## config.mk

```make
export PLATFORM = sky130hd
export DESIGN_NAME = rv_fetch_buffer
export DESIGN_NICKNAME = d
export VERILOG_FILES = /design/src/rtl/rv_fetch_buffer_pkg.sv /design/src/rtl/rv_sync_fifo.sv /design/src/rtl/rv_fetch_buffer.sv
export SDC_FILE = /design/constraint.sdc
export NUM_CORES = 1
export LEC_CHECK = 0
export BUFFER_PORTS_ARGS = -buffer_cell sky130_fd_sc_hd__buf_4
export CAP_MARGIN = 20
export CORE_ASPECT_RATIO = 2
export CORE_MARGIN = 2
export CORE_UTILIZATION = 55
export CTS_CLUSTER_DIAMETER = 150
export DETAILED_ROUTE_END_ITERATION = 6
export GPL_TIMING_DRIVEN = 0
export PLACE_DENSITY = 0.74
export RECOVER_POWER = 100
export SLEW_MARGIN = 20
export SYNTH_ARGS = -nofsm -noshare
export SYNTH_HDL_FRONTEND = slang
export SYNTH_SLANG_ARGS = --single-unit
```

## constraint.sdc

```tcl
create_clock -name clk_i -period 4.4 [get_ports clk_i]
set_clock_uncertainty 0.05 [all_clocks]
set_input_delay 0.88 -clock clk_i [delete_from_list [all_inputs] [get_ports clk_i]]
set_output_delay 0.88 -clock clk_i [all_outputs]
set_load 0.005 [all_outputs]
```

## src/rtl/rv_fetch_buffer_pkg.sv

```systemverilog
// rtl/rv_fetch_buffer_pkg.sv - shared constants for the fetch stage
package rv_fetch_buffer_pkg;

   // addi x0, x0, 0: the bubble decode sees whenever the queue is empty
   localparam logic [31:0] NOP_INSTR = 32'h0000_0013;

endpackage

```

## src/rtl/rv_sync_fifo.sv

```systemverilog
// rtl/rv_sync_fifo.sv - DEPTH x WIDTH synchronous FIFO with flush, no bypass
module rv_sync_fifo #(
   parameter int DEPTH = 4,
   parameter int WIDTH = 64
) (
   input  logic                         clk_i,
   input  logic                         resetn_i,
   input  logic                         flush,
   input  logic                         push,
   input  logic [WIDTH-1:0]             wdata,
   input  logic                         pop,
   output logic [WIDTH-1:0]             rdata,
   output logic [$clog2(DEPTH+1)-1:0]   count,
   output logic                         empty,
   output logic                         full
);
   localparam int PW = $clog2(DEPTH);
   localparam int CW = $clog2(DEPTH+1);

   logic [WIDTH-1:0] mem [DEPTH];
   logic [PW-1:0]    wr_ptr;
   logic [PW-1:0]    rd_ptr;
   logic             do_push;
   logic             do_pop;

   assign empty   = (count == '0);
   assign full    = (count == CW'(DEPTH));
   assign do_pop  = pop && !empty;
   // a push into a full FIFO is accepted only when the head leaves the same cycle
   assign do_push = push && (!full || do_pop);
   assign rdata   = mem[rd_ptr];

   always_ff @(posedge clk_i or negedge resetn_i) begin
      if (!resetn_i) begin
         wr_ptr <= '0;
         rd_ptr <= '0;
         count  <= '0;
      end else if (flush) begin
         wr_ptr <= '0;
         rd_ptr <= '0;
         count  <= '0;
      end else begin
         if (do_push) wr_ptr <= wr_ptr + PW'(1);
         if (do_pop)  rd_ptr <= rd_ptr + PW'(1);
         count <= count + CW'(do_push) - CW'(do_pop);
      end
   end

   always_ff @(posedge clk_i) begin
      if (do_push && !flush) mem[wr_ptr] <= wdata;
   end

endmodule

```

## src/rtl/rv_fetch_buffer.sv

```systemverilog
// rtl/rv_fetch_buffer.sv - credit-based instruction prefetch queue in front of decode
module rv_fetch_buffer
   import rv_fetch_buffer_pkg::*;
#(
   parameter int              XLEN     = 32,
   parameter int              DEPTH    = 4,
   parameter logic [XLEN-1:0] RESET_PC = '0
) (
   input  logic            clk_i,
   input  logic            resetn_i,
   input  logic            redirect_i,
   input  logic [XLEN-1:0] redirect_pc_i,
   output logic            imem_req_o,
   output logic [XLEN-1:0] imem_add_o,
   input  logic            imem_gnt_i,
   input  logic            imem_rvalid_i,
   input  logic [31:0]     imem_data_i,
   output logic            inst_valid_o,
   output logic [31:0]     inst_o,
   output logic [XLEN-1:0] inst_pc_o,
   input  logic            inst_ready_i
);
   localparam int CW = $clog2(DEPTH+1);

   typedef struct packed {
      logic [31:0]     inst;
      logic [XLEN-1:0] pc;
   } fetch_entry_t;

   logic [XLEN-1:0] fetch_pc;
   logic [XLEN-1:0] resp_pc;
   logic [XLEN-1:0] target_pc;
   logic [CW-1:0]   count;
   logic [CW-1:0]   inflight;
   logic [CW-1:0]   discard;
   logic [CW:0]     credit_used;
   logic            fifo_empty;
   logic            fifo_full;
   logic            grant;
   logic            drop;
   logic            push;
   logic            pop;
   fetch_entry_t    head;
   fetch_entry_t    push_entry;

   assign target_pc   = redirect_pc_i & ~XLEN'(3);
   assign credit_used = {1'b0, count} + {1'b0, inflight};

   // Outstanding requests reserve a queue slot, so a response always has room.
   assign imem_req_o  = resetn_i && !redirect_i && !fifo_full
                        && (credit_used < (CW+1)'(DEPTH));
   assign imem_add_o  = fetch_pc;
   assign grant       = imem_req_o && imem_gnt_i;

   assign drop        = imem_rvalid_i && (discard != '0);
   assign push        = imem_rvalid_i && !drop && !redirect_i;
   assign pop         = inst_valid_o && inst_ready_i && !redirect_i;
   assign push_entry  = '{inst: imem_data_i, pc: resp_pc};

   rv_sync_fifo #(
      .DEPTH (DEPTH),
      .WIDTH ($bits(fetch_entry_t))
   ) u_queue (
      .clk_i    (clk_i),
      .resetn_i (resetn_i),
      .flush    (redirect_i),
      .push     (push),
      .wdata    (push_entry),
      .pop      (pop),
      .rdata    (head),
      .count    (count),
      .empty    (fifo_empty),
      .full     (fifo_full)
   );

   always_ff @(posedge clk_i or negedge resetn_i) begin
      if (!resetn_i) begin
         fetch_pc <= RESET_PC;
         resp_pc  <= RESET_PC;
         inflight <= '0;
         discard  <= '0;
      end else if (redirect_i) begin
         // everything still outstanding belongs to the old path and must be dropped
         fetch_pc <= target_pc;
         resp_pc  <= target_pc;
         inflight <= inflight - CW'(imem_rvalid_i);
         discard  <= inflight - CW'(imem_rvalid_i);
      end else begin
         if (grant) fetch_pc <= fetch_pc + XLEN'(4);
         if (push)  resp_pc  <= resp_pc + XLEN'(4);
         if (drop)  discard  <= discard - CW'(1);
         inflight <= inflight + CW'(grant) - CW'(imem_rvalid_i);
      end
   end

   assign inst_valid_o = !fifo_empty;
   assign inst_o       = inst_valid_o ? head.inst : NOP_INSTR;
   assign inst_pc_o    = inst_valid_o ? head.pc : '0;

   a_credit: assert property (@(posedge clk_i) disable iff (!resetn_i)
      credit_used <= (CW+1)'(DEPTH));
   a_rvalid_orphan: assert property (@(posedge clk_i) disable iff (!resetn_i)
      imem_rvalid_i |-> (inflight != '0));

endmodule
```

==> impl_metrics.csv <==
group,metric,value,unit
sta,setup_ws,583,ps
power_and_ir_drop,p_per_area,518,mW/mm^2
grt,grt_pass1_vias,8202,
sta,drv_slew,0,
detailed_routing,vias,8071,
clocking,cts.sinks,321,
synthesis,ys_seq_area_share,67.8,%
detailed_routing,drc,0,
critical_path,crit_fanout,74,
critical_path,critical_path_class,"input port to output port",
floorplanning,die-width,116,um
synthesis,yosys-top-cells-area,"edfxtp_1, dfrtp_1, mux4_2, and2_1, ha_1",
detailed_routing,ant_nets,0,
place,port_buffers,161,
power_and_ir_drop,p_leak,5.68,nW
sta,tns,0,ps
synthesis,synthDominantCellAreaShare,54.4,%
clocking,post_cts_buffers,0,
sta,timing.final.crit_share,86.8,%
layout,antennaDiodeCount,0,
synthesis,syn_area,0.0137,mm^2
layout,final_cell_mix,"edfxtp_1, buf_4, dfrtp_1, clkbuf_1, mux4_2",
power_and_ir_drop,switching_power,2.32,mW
critical_path,path_depth,5,
outcome,status,"completed",
synthesis,ys_seq_elements,321,
place,place_area,0.0154,mm^2
sta,worst_pin_slew,1290,ps
critical_path,cp_data_required_time,3470,ps
grt,grt_pass1_wl,44600,um
detailed_routing,dr.pass1.iters,5,
synthesis,synth_area_leader_cell,"edfxtp_1",
hold_path,hold_path.class,"input port to async pin",
sta,setup_viol,0,
sta,hold_viol,0,
synthesis,synthArstFlopShare,22.7,%
sta,clock.fmax,0.262,GHz
sta,slew_headroom,13.0,%
clocking,cts_resized,0,
synthesis,synth-edff-count,248,
layout,num-nets-final,1138,
sta,fin_crit,3820,ps
floorplanning,die-area,0.0262,mm^2
detailed_routing,first_iter_violations,447,
clocking,clkTransAtPathRegs,70,ps
clocking,cts_hold_buf,0,
detailed_routing,drt_wl_total,29400,um
clocking,cts_tree,"yes",
synthesis,synth_ff_type,"edfxtp_1",
critical_path,r2r_cells,6,
grt,grt_usage,22.6,%
clocking,clock_latency,540,ps
synthesis,syn_avg_cell_area,16.0,um^2
critical_path,slowest_delay,710,ps
sta,rsz0062_at_grt,"no",
critical_path,critPathSlowestCell,"buf_4",
power_and_ir_drop,p_seq_share,43.7,%
layout,final_cell_area,0.0161,mm^2
floorplanning,ios,168,
run,max_cap_viol_count,0,
critical_path,critPathTopFamily,"buffers and inverters",
detailed_routing,via_per_inst,5.76,
place,pre_cts_slack,118,ps
critical_path,arrival,2890,ps
clocking,htree_levels,1,
layout,final_common_cell,"edfxtp_1",
place,gp_congestion,0.892,
detailed_routing,wire_per_inst,20.9,um
grt,gr-total-overflow,0,
critical_path,path_cells,"buf_4 > nor3b_1 > and4_1 > clkbuf_1 > clkbuf_4",
clocking,cts_max_path_buffers,3,
layout,drive_gt1_share,25.6,%
floorplanning,start_util,56.0,%
synthesis,syn_inst,854,
power_and_ir_drop,comb_power_share,27.0,%
power_and_ir_drop,ir_drop,0.000335,V
floorplanning,rows,81,
synthesis,ys_types,56,
critical_path,cp_num_buf_inv,3,
clocking,clock-root-buffer,"clkbuf_16",
layout,area_growth,17.9,%
power_and_ir_drop,p_int,6.03,mW
place,hpwl,20200,um
grt,grt_max_degree,75,
critical_path,cp-start-kind,"input port",
floorplanning,fp.coreArea,0.0244,mm^2
clocking,cts_made_buffers,26,
synthesis,ys.warnings.count,0,
critical_path,endpoint_kind,"output port",
power_and_ir_drop,p_clk_share,29.3,%
floorplanning,die_h,227,um
power_and_ir_drop,swShare,27.8,%
grt,antenna_found_initial,0,
[state kept, by name, summed over array words and instances, names as in the netlist]
name / flops
discard: 3
resp_pc: 30
u_queue.wr_ptr: 2
imem_add_o: 30
inflight: 3
u_queue.mem: 248
u_queue.rd_ptr: 2
u_queue.count: 3
[Yosys cell counts (all sizes together) (3+ instances only)]
cell and number:
and3 10, a21oi 8, xnor2 20, nor3 7
nand2b 3, xor2 21, buf 21, mux2 8
nand4 19, ha 16, clkbuf 22, nor4 12
or4 5, nand2 53, or2 4, and2 66
edfxtp 248, o311ai 13, or3 4, o21ai 41
dfrtp 73, nand3 33, and4 6, o211ai 9
nor2 14, inv 31, o31a 5, mux4 62
[worst reg2reg max path, stage by stage, from the launching register on]
cell      delay (ps)
dfrtp_1          360
inv_1            100
ha_1             170
nand2b_1         110
nor4_1          1060
and2_4           550
clkbuf_4         640
[area by class of cell]
type / count / area (um^2)
inverters: 31 / 121
repair buffers: 165 / 1140
well taps: 332 / 415
clock buffers: 32 / 704
multi-input cells: 462 / 4050
flip-flops and latches: 321 / 9270
plain buffers: 43 / 228
clock inverters: 16 / 194
fillers: 1777 / 8300
[final timing paths]
check,startpoint,endpoint,slack (ps)
setup / recovery,resetn_i,imem_req_o,580
hold / removal,resetn_i,imem_add_o[5],430
setup reg to reg,discard[0],u_queue.mem[0][56],940
hold reg to reg,inflight[2],inflight[2],470
max in group asynchronous,resetn_i,resp_pc[14],3200
min in group clk_i,inflight[2],inflight[2],470
[stage by stage]
stage / cells / hold slack [ps] / power (mW) / util [%]
after floorplan: 857 / 434 / 5.00 / -
after global placement: 1350 / 455 / 6.05 / 62.7
after detailed placement: 1354 / 461 / 6.09 / 63.1
after CTS: 1402 / 451 / 8.52 / 66.8
after global routing: 1402 / 492 / 8.74 / 66.0
final: 1402 / 425 / 8.35 / 66.0
[layer usage]
layer,track usage [%],vias to the layer above,part of all wire [%]
met2,41.3,250,55
met1,25.9,4064,36
met3,2.37,90,3.8
li1,-,3667,-
met4,11.5,0,4.7
met5,0,-,0
[power by group through the flow]
stage | registers [mW] | logic [mW] | clock network [mW]
3_5_place_dp | 3.71 | 2.38 | 0
3_3_place_gp | 3.71 | 2.34 | 0
4_1_cts | 3.65 | 2.39 | 2.48
2_1_floorplan | 3.66 | 1.33 | 0
5_1_grt | 3.67 | 2.49 | 2.58
6_report | 3.65 | 2.26 | 2.44
[cell families after synthesis]
logic type | Yosys count | share of synthesized area [%]
fa+ha+maj | 18 | 1.76
compound gates | 86 | 4.04
xor+xnor | 41 | 2.63
other cells | 1 | 0.0274
mux | 72 | 11.0
simple gates | 241 | 10.1
flops | 321 | 67.8
buf+inv | 74 | 2.60
Power figures use the tool's default switching activity.
